===== config.mk =====
export PLATFORM = sky130hd
export DESIGN_NAME = ai_paddle_ctrl
export DESIGN_NICKNAME = d
export VERILOG_FILES = /design/src/rtl/ai_paddle_ctrl.sv
export SDC_FILE = /design/constraint.sdc
export NUM_CORES = 1
export LEC_CHECK = 0
export ABC_AREA = 1
export CELL_PAD_IN_SITES_DETAIL_PLACEMENT = 1
export CELL_PAD_IN_SITES_GLOBAL_PLACEMENT = 2
export CORE_MARGIN = 10
export CORE_UTILIZATION = 30
export DETAILED_ROUTE_END_ITERATION = 12
export PLACE_DENSITY_LB_ADDON = 0.1
export SLEW_MARGIN = 40
export SYNTH_ARGS = -nofsm -noshare
export SYNTH_HDL_FRONTEND = slang
export SYNTH_SLANG_ARGS = --single-unit

===== constraint.sdc =====
create_clock -name game_clk -period 3.9 [get_ports game_clk]
set_input_delay 0.39 -clock game_clk [delete_from_list [all_inputs] [get_ports game_clk]]
set_output_delay 0.39 -clock game_clk [all_outputs]
set_load 0.005 [all_outputs]

===== src/rtl/ai_paddle_ctrl.sv =====
// AI paddle controller: reaction-delayed ball tracking with return-to-centre.
// Optional macro AI_SPEED_LIMIT_EN throttles the AI to 3 moves per 4 ticks.
module ai_paddle_ctrl #(
    parameter int unsigned PADDLE_H    = 200,
    parameter int unsigned Y_MAX       = 280,
    parameter int unsigned CENTER_Y    = 140,
    parameter int unsigned DEAD_ZONE   = 8,
    parameter int unsigned REACT_DELAY = 4
) (
    input  logic       game_clk,
    input  logic       rst,
    input  logic       enable,
    input  logic [9:0] ball_y,
    input  logic       ball_approach,
    input  logic [9:0] paddle_y,
    output logic       up,
    output logic       down
);

    typedef enum logic [1:0] {IDLE, WAIT, TRACK, CENTER} state_t;

    localparam logic [3:0]         DELAY_LAST = 4'(REACT_DELAY);
    localparam logic [10:0]        HALF_H     = 11'(PADDLE_H / 2);
    localparam logic [9:0]         Y_MAX_V    = 10'(Y_MAX);
    localparam logic signed [11:0] CENTER_REF = 12'(CENTER_Y);
    localparam logic signed [11:0] DZ_POS     = 12'(DEAD_ZONE);
    localparam logic signed [11:0] DZ_NEG     = -DZ_POS;

    state_t             state_q, state_d;
    logic [3:0]         dly_q, dly_d;
    logic               approach_q;
    logic               up_q, up_d;
    logic               down_q, down_d;
    logic               rise, fall;
    logic               move_ok;
    logic [10:0]        centre;
    logic signed [11:0] err;

    assign rise = ball_approach & ~approach_q;
    assign fall = ~ball_approach & approach_q;

    always_ff @(posedge game_clk) begin
        if (rst) begin
            state_q    <= IDLE;
            dly_q      <= '0;
            approach_q <= 1'b0;
            up_q       <= 1'b0;
            down_q     <= 1'b0;
        end else begin
            state_q    <= state_d;
            dly_q      <= dly_d;
            approach_q <= ball_approach;
            up_q       <= up_d;
            down_q     <= down_d;
        end
    end

`ifdef AI_SPEED_LIMIT_EN
    logic [1:0] thr_q;

    always_ff @(posedge game_clk) begin
        if (rst) thr_q <= '0;
        else     thr_q <= thr_q + 2'd1;
    end
`endif

    always_comb begin
        state_d = state_q;
        dly_d   = dly_q;
        if (!enable) begin
            state_d = IDLE;
        end else if (state_q == IDLE) begin
            dly_d   = '0;
            state_d = ball_approach ? WAIT : CENTER;
        end else if (rise) begin
            state_d = WAIT;
            dly_d   = '0;
        end else begin
            case (state_q)
                WAIT: begin
                    if (fall)                     state_d = CENTER;
                    else if (dly_q == DELAY_LAST) state_d = TRACK;
                    else                          dly_d   = dly_q + 4'd1;
                end
                TRACK: begin
                    if (fall) state_d = CENTER;
                end
                default: ;
            endcase
        end
    end

    // Moves are only issued while both the current and the next state steer the paddle,
    // so entering WAIT or IDLE silences the outputs on that very edge.
    always_comb begin
        centre  = {1'b0, paddle_y} + HALF_H;
        move_ok = (state_q == TRACK || state_q == CENTER) &&
                  (state_d == TRACK || state_d == CENTER);
        if (state_d == TRACK)
            err = $signed({2'b00, ball_y}) - $signed({1'b0, centre});
        else
            err = CENTER_REF - $signed({2'b00, paddle_y});

        up_d   = 1'b0;
        down_d = 1'b0;
        if (move_ok) begin
            up_d   = (err < DZ_NEG) && (paddle_y != '0);
            down_d = (err > DZ_POS) && (paddle_y < Y_MAX_V);
        end
`ifdef AI_SPEED_LIMIT_EN
        if (thr_q == 2'd3) begin
            up_d   = 1'b0;
            down_d = 1'b0;
        end
`endif
    end

    assign up   = up_q;
    assign down = down_q;

endmodule


==> metrics.csv <==
stage;metric;value;unit
grt;grt_first_pass_wirelength;8810;um
floorplanning;die-area;0.00920;mm^2
synth;avgSynthCellArea;5.76;um^2
sta;slew_violations;0;
finish;drive_gt1_share;3.36;%
grt;grt_pass1_vias;1917;
synth;synth.distinct_cells;27;
synth;syn_nets;352;
grt;grt-ovfl-total;0;
detailed_routing;wire_per_inst;12.5;um
grt;grt_use_total;11.6;%
cts;clock_tree.buffer_depth;2;
cts;cts.clk_slew.worst_paths;50;ps
finish;nNetsFinal;380;
critical_path;crit_fanout;4;
floorplanning;die_w;95.9;um
synth;yosysMostFrequentCell;nand2_1;
finish;antenna_cells;0;
detailed_routing;drtAntennaViolNets;0;
synth;synthCells;300;
floorplanning;fp-row-count;27;
detailed_routing;drt_iter0_markers;94;
sta;finalSetupTns;0;ps
synth;synthTopCellsByArea;ha_1 20%, nand2_1 20%, inv_1 15%;
synth;yosys_warnings;0;
finish;fill_cells;784;
floorplanning;ios;26;
synth;async_flop_share;0;%
critical_path;critPathRequiredTime;4040;ps
synth;ys_seq_area_share;10.4;%
critical_path;crit_type;in2reg;
critical_path;crit_start;paddle_y[1];
synth;yosysTopAreaCell;ha_1;
floorplanning;start_util;31.2;%
detailed_routing;viasPerCell;4.52;
cts;postCtsSetupBuffers;0;
sta;grt_setup_unrepaired;false;
sta;hold_violations;0;
status;status;finished clean;
sta;post-route-period-util;71.6;%
power_and_ir_drop;ir_drop;0.124;mV
grt;grt_max_degree;12;
floorplanning;coreArea;0.00554;mm^2
detailed_routing;drt_pre_antenna_iters;4;
sta;setup_violations;0;
critical_path;crit_path_start_kind;input port;
run;cap_violations;0;
sta;tightest_slew;373;ps
cts;ctsResizeCount;0;
synth;synth_edf_count;0;
sta;slew_headroom;75.1;%
grt;antenna_found_initial;0;
critical_path;cp.arrival;2930;ps
synth;syn-cell-area;0.00173;mm^2
power_and_ir_drop;leakage;0.00122;uW
cts;cts_tree;yes;
detailed_routing;drc;0;
sta;period_needed;2790;ps
cts;hold_buffers;0;
sta;timing.fmax;358;MHz
cts;h-tree-depth;1;
critical_path;r2r-start;state_q[0];
sta;fin_skew;0.458;ps
cts;root_buffer;clkbuf_8;
placed_design;place.gp.congestion;0.786;
cts;cts.sinks;9;
synth;synth_seq_cells;9;
synth;synth_ff_type;dfxtp_1;
sta;whs;510;ps
hold_path;hp-class;reg2reg;
cts;cts_buffers;3;
synth;synthTopCellsByCount;90 x nand2_1, 70 x inv_1, 27 x ha_1;
finish;area_delta_synth_final;21.3;%
detailed_routing;routed_wl;4980;um
placed_design;dp_hpwl;4420;um
hold_path;min_from;dly_q[2];
placed_design;port_buffers;25;
detailed_routing;num_vias;1805;
critical_path;critPathCaptureType;flop;
synth;synth_top_area_share;19.5;%
cts;insertion_delay;230;ps
power_and_ir_drop;power.density;217;mW/mm^2
floorplanning;die_y;95.9;um
==> layer usage <==
layer	global-route usage (%)	up-vias	part of all wire [%]
met4	0.737	0	0.38
met2	17.5	27	42
li1	-	980	-
met3	2.02	2	3.4
met1	17.3	796	54
met5	0	-	0
==> worst max-delay path: stages <==
cell             delay, ps
clkdlybuf4s50_1        520
inv_1                   90
ha_1                   270
ha_1                   260
fa_1                   440
nand3_1                 90
nand3_1                100
nand2_1                100
nand2_1                 60
nand2_1                 70
nand2_1                 50
inv_1                   50
nand3_1                 60
nand2_1                 90
nand2_1                 50
nor2_1                  80
nand3_1                 70
nand2_1                 60
inv_1                   30
==> metrics by stage <==
stage	cell area, um^2	setup WS (ps)	total power (uW)	instances	utilization (%)
after CTS	2100	1080	462	399	37.9
after global routing	2100	813	505	399	37.9
after detailed placement	2050	833	348	395	37.1
final	2100	1110	456	399	37.9
after global placement	2050	904	347	395	37.1
after floorplan	1730	1610	272	300	-
==> flip-flops by register name, indices dropped and copies added (netlist names) <==
register / cells
down: 1
state_q: 2
dly_q: 4
up: 1
approach_q: 1
==> kinds of logic (layout without fill, tap and decap cells) <==
kind of cell / after synthesis / count (layout) / synth area share, %
AOI/OAI and AO/OA: 23 / 23 / 7.60
xor gates and xnor gates: 9 / 9 / 4.56
adders and majority gates: 28 / 28 / 20.7
buffers and inverters: 72 / 99 / 16.1
DFF: 9 / 9 / 10.4
and+or+nand+nor: 159 / 159 / 40.6
==> cell usage in the layout (no fill, tap or decap) <==
master and instances:
a211oi_1 3, a21oi_1 13, a21oi_2 1, clkbuf_1 1
clkbuf_8 3, clkdlybuf4s50_1 25, dfxtp_1 9, fa_1 1
ha_1 27, inv_1 70, nand2_1 90, nand2_2 3
nand2_4 1, nand3_1 26, nand3b_1 2, nand4_1 6
nor2_1 23, nor2_2 1, nor2_4 1, nor2_8 1
nor3_1 3, nor4_1 1, o21a_1 1, o21ai_0 4
o21bai_1 1, or2_1 1, xnor2_1 2, xor2_1 7
==> worst paths after layout <==
path	end	slack (ps)	depth (start not counted)
min reg2reg	dly_q[2]	510	2
min	dly_q[2]	510	2
max reg2reg	down	1730	13
max	up	1110	19
==> layout make-up <==
cell class,instances,area (um^2),area share [%]
Clock buffer,4,45.0,2.15
Inverter,70,263,12.5
Multi-Input combinational cell,219,1270,60.5
Tap cell,72,90.1,4.29
Sequential cell,9,180,8.59
Timing Repair Buffer,25,250,11.9
==> report_power, final <==
group	internal [uW]	switching [uW]	total (uW)
logic	98.2	147	246
registers	95.8	3.08	98.8
clock network	71.5	40.1	112
total	265	191	456
(Power assumes the default switching activity.)
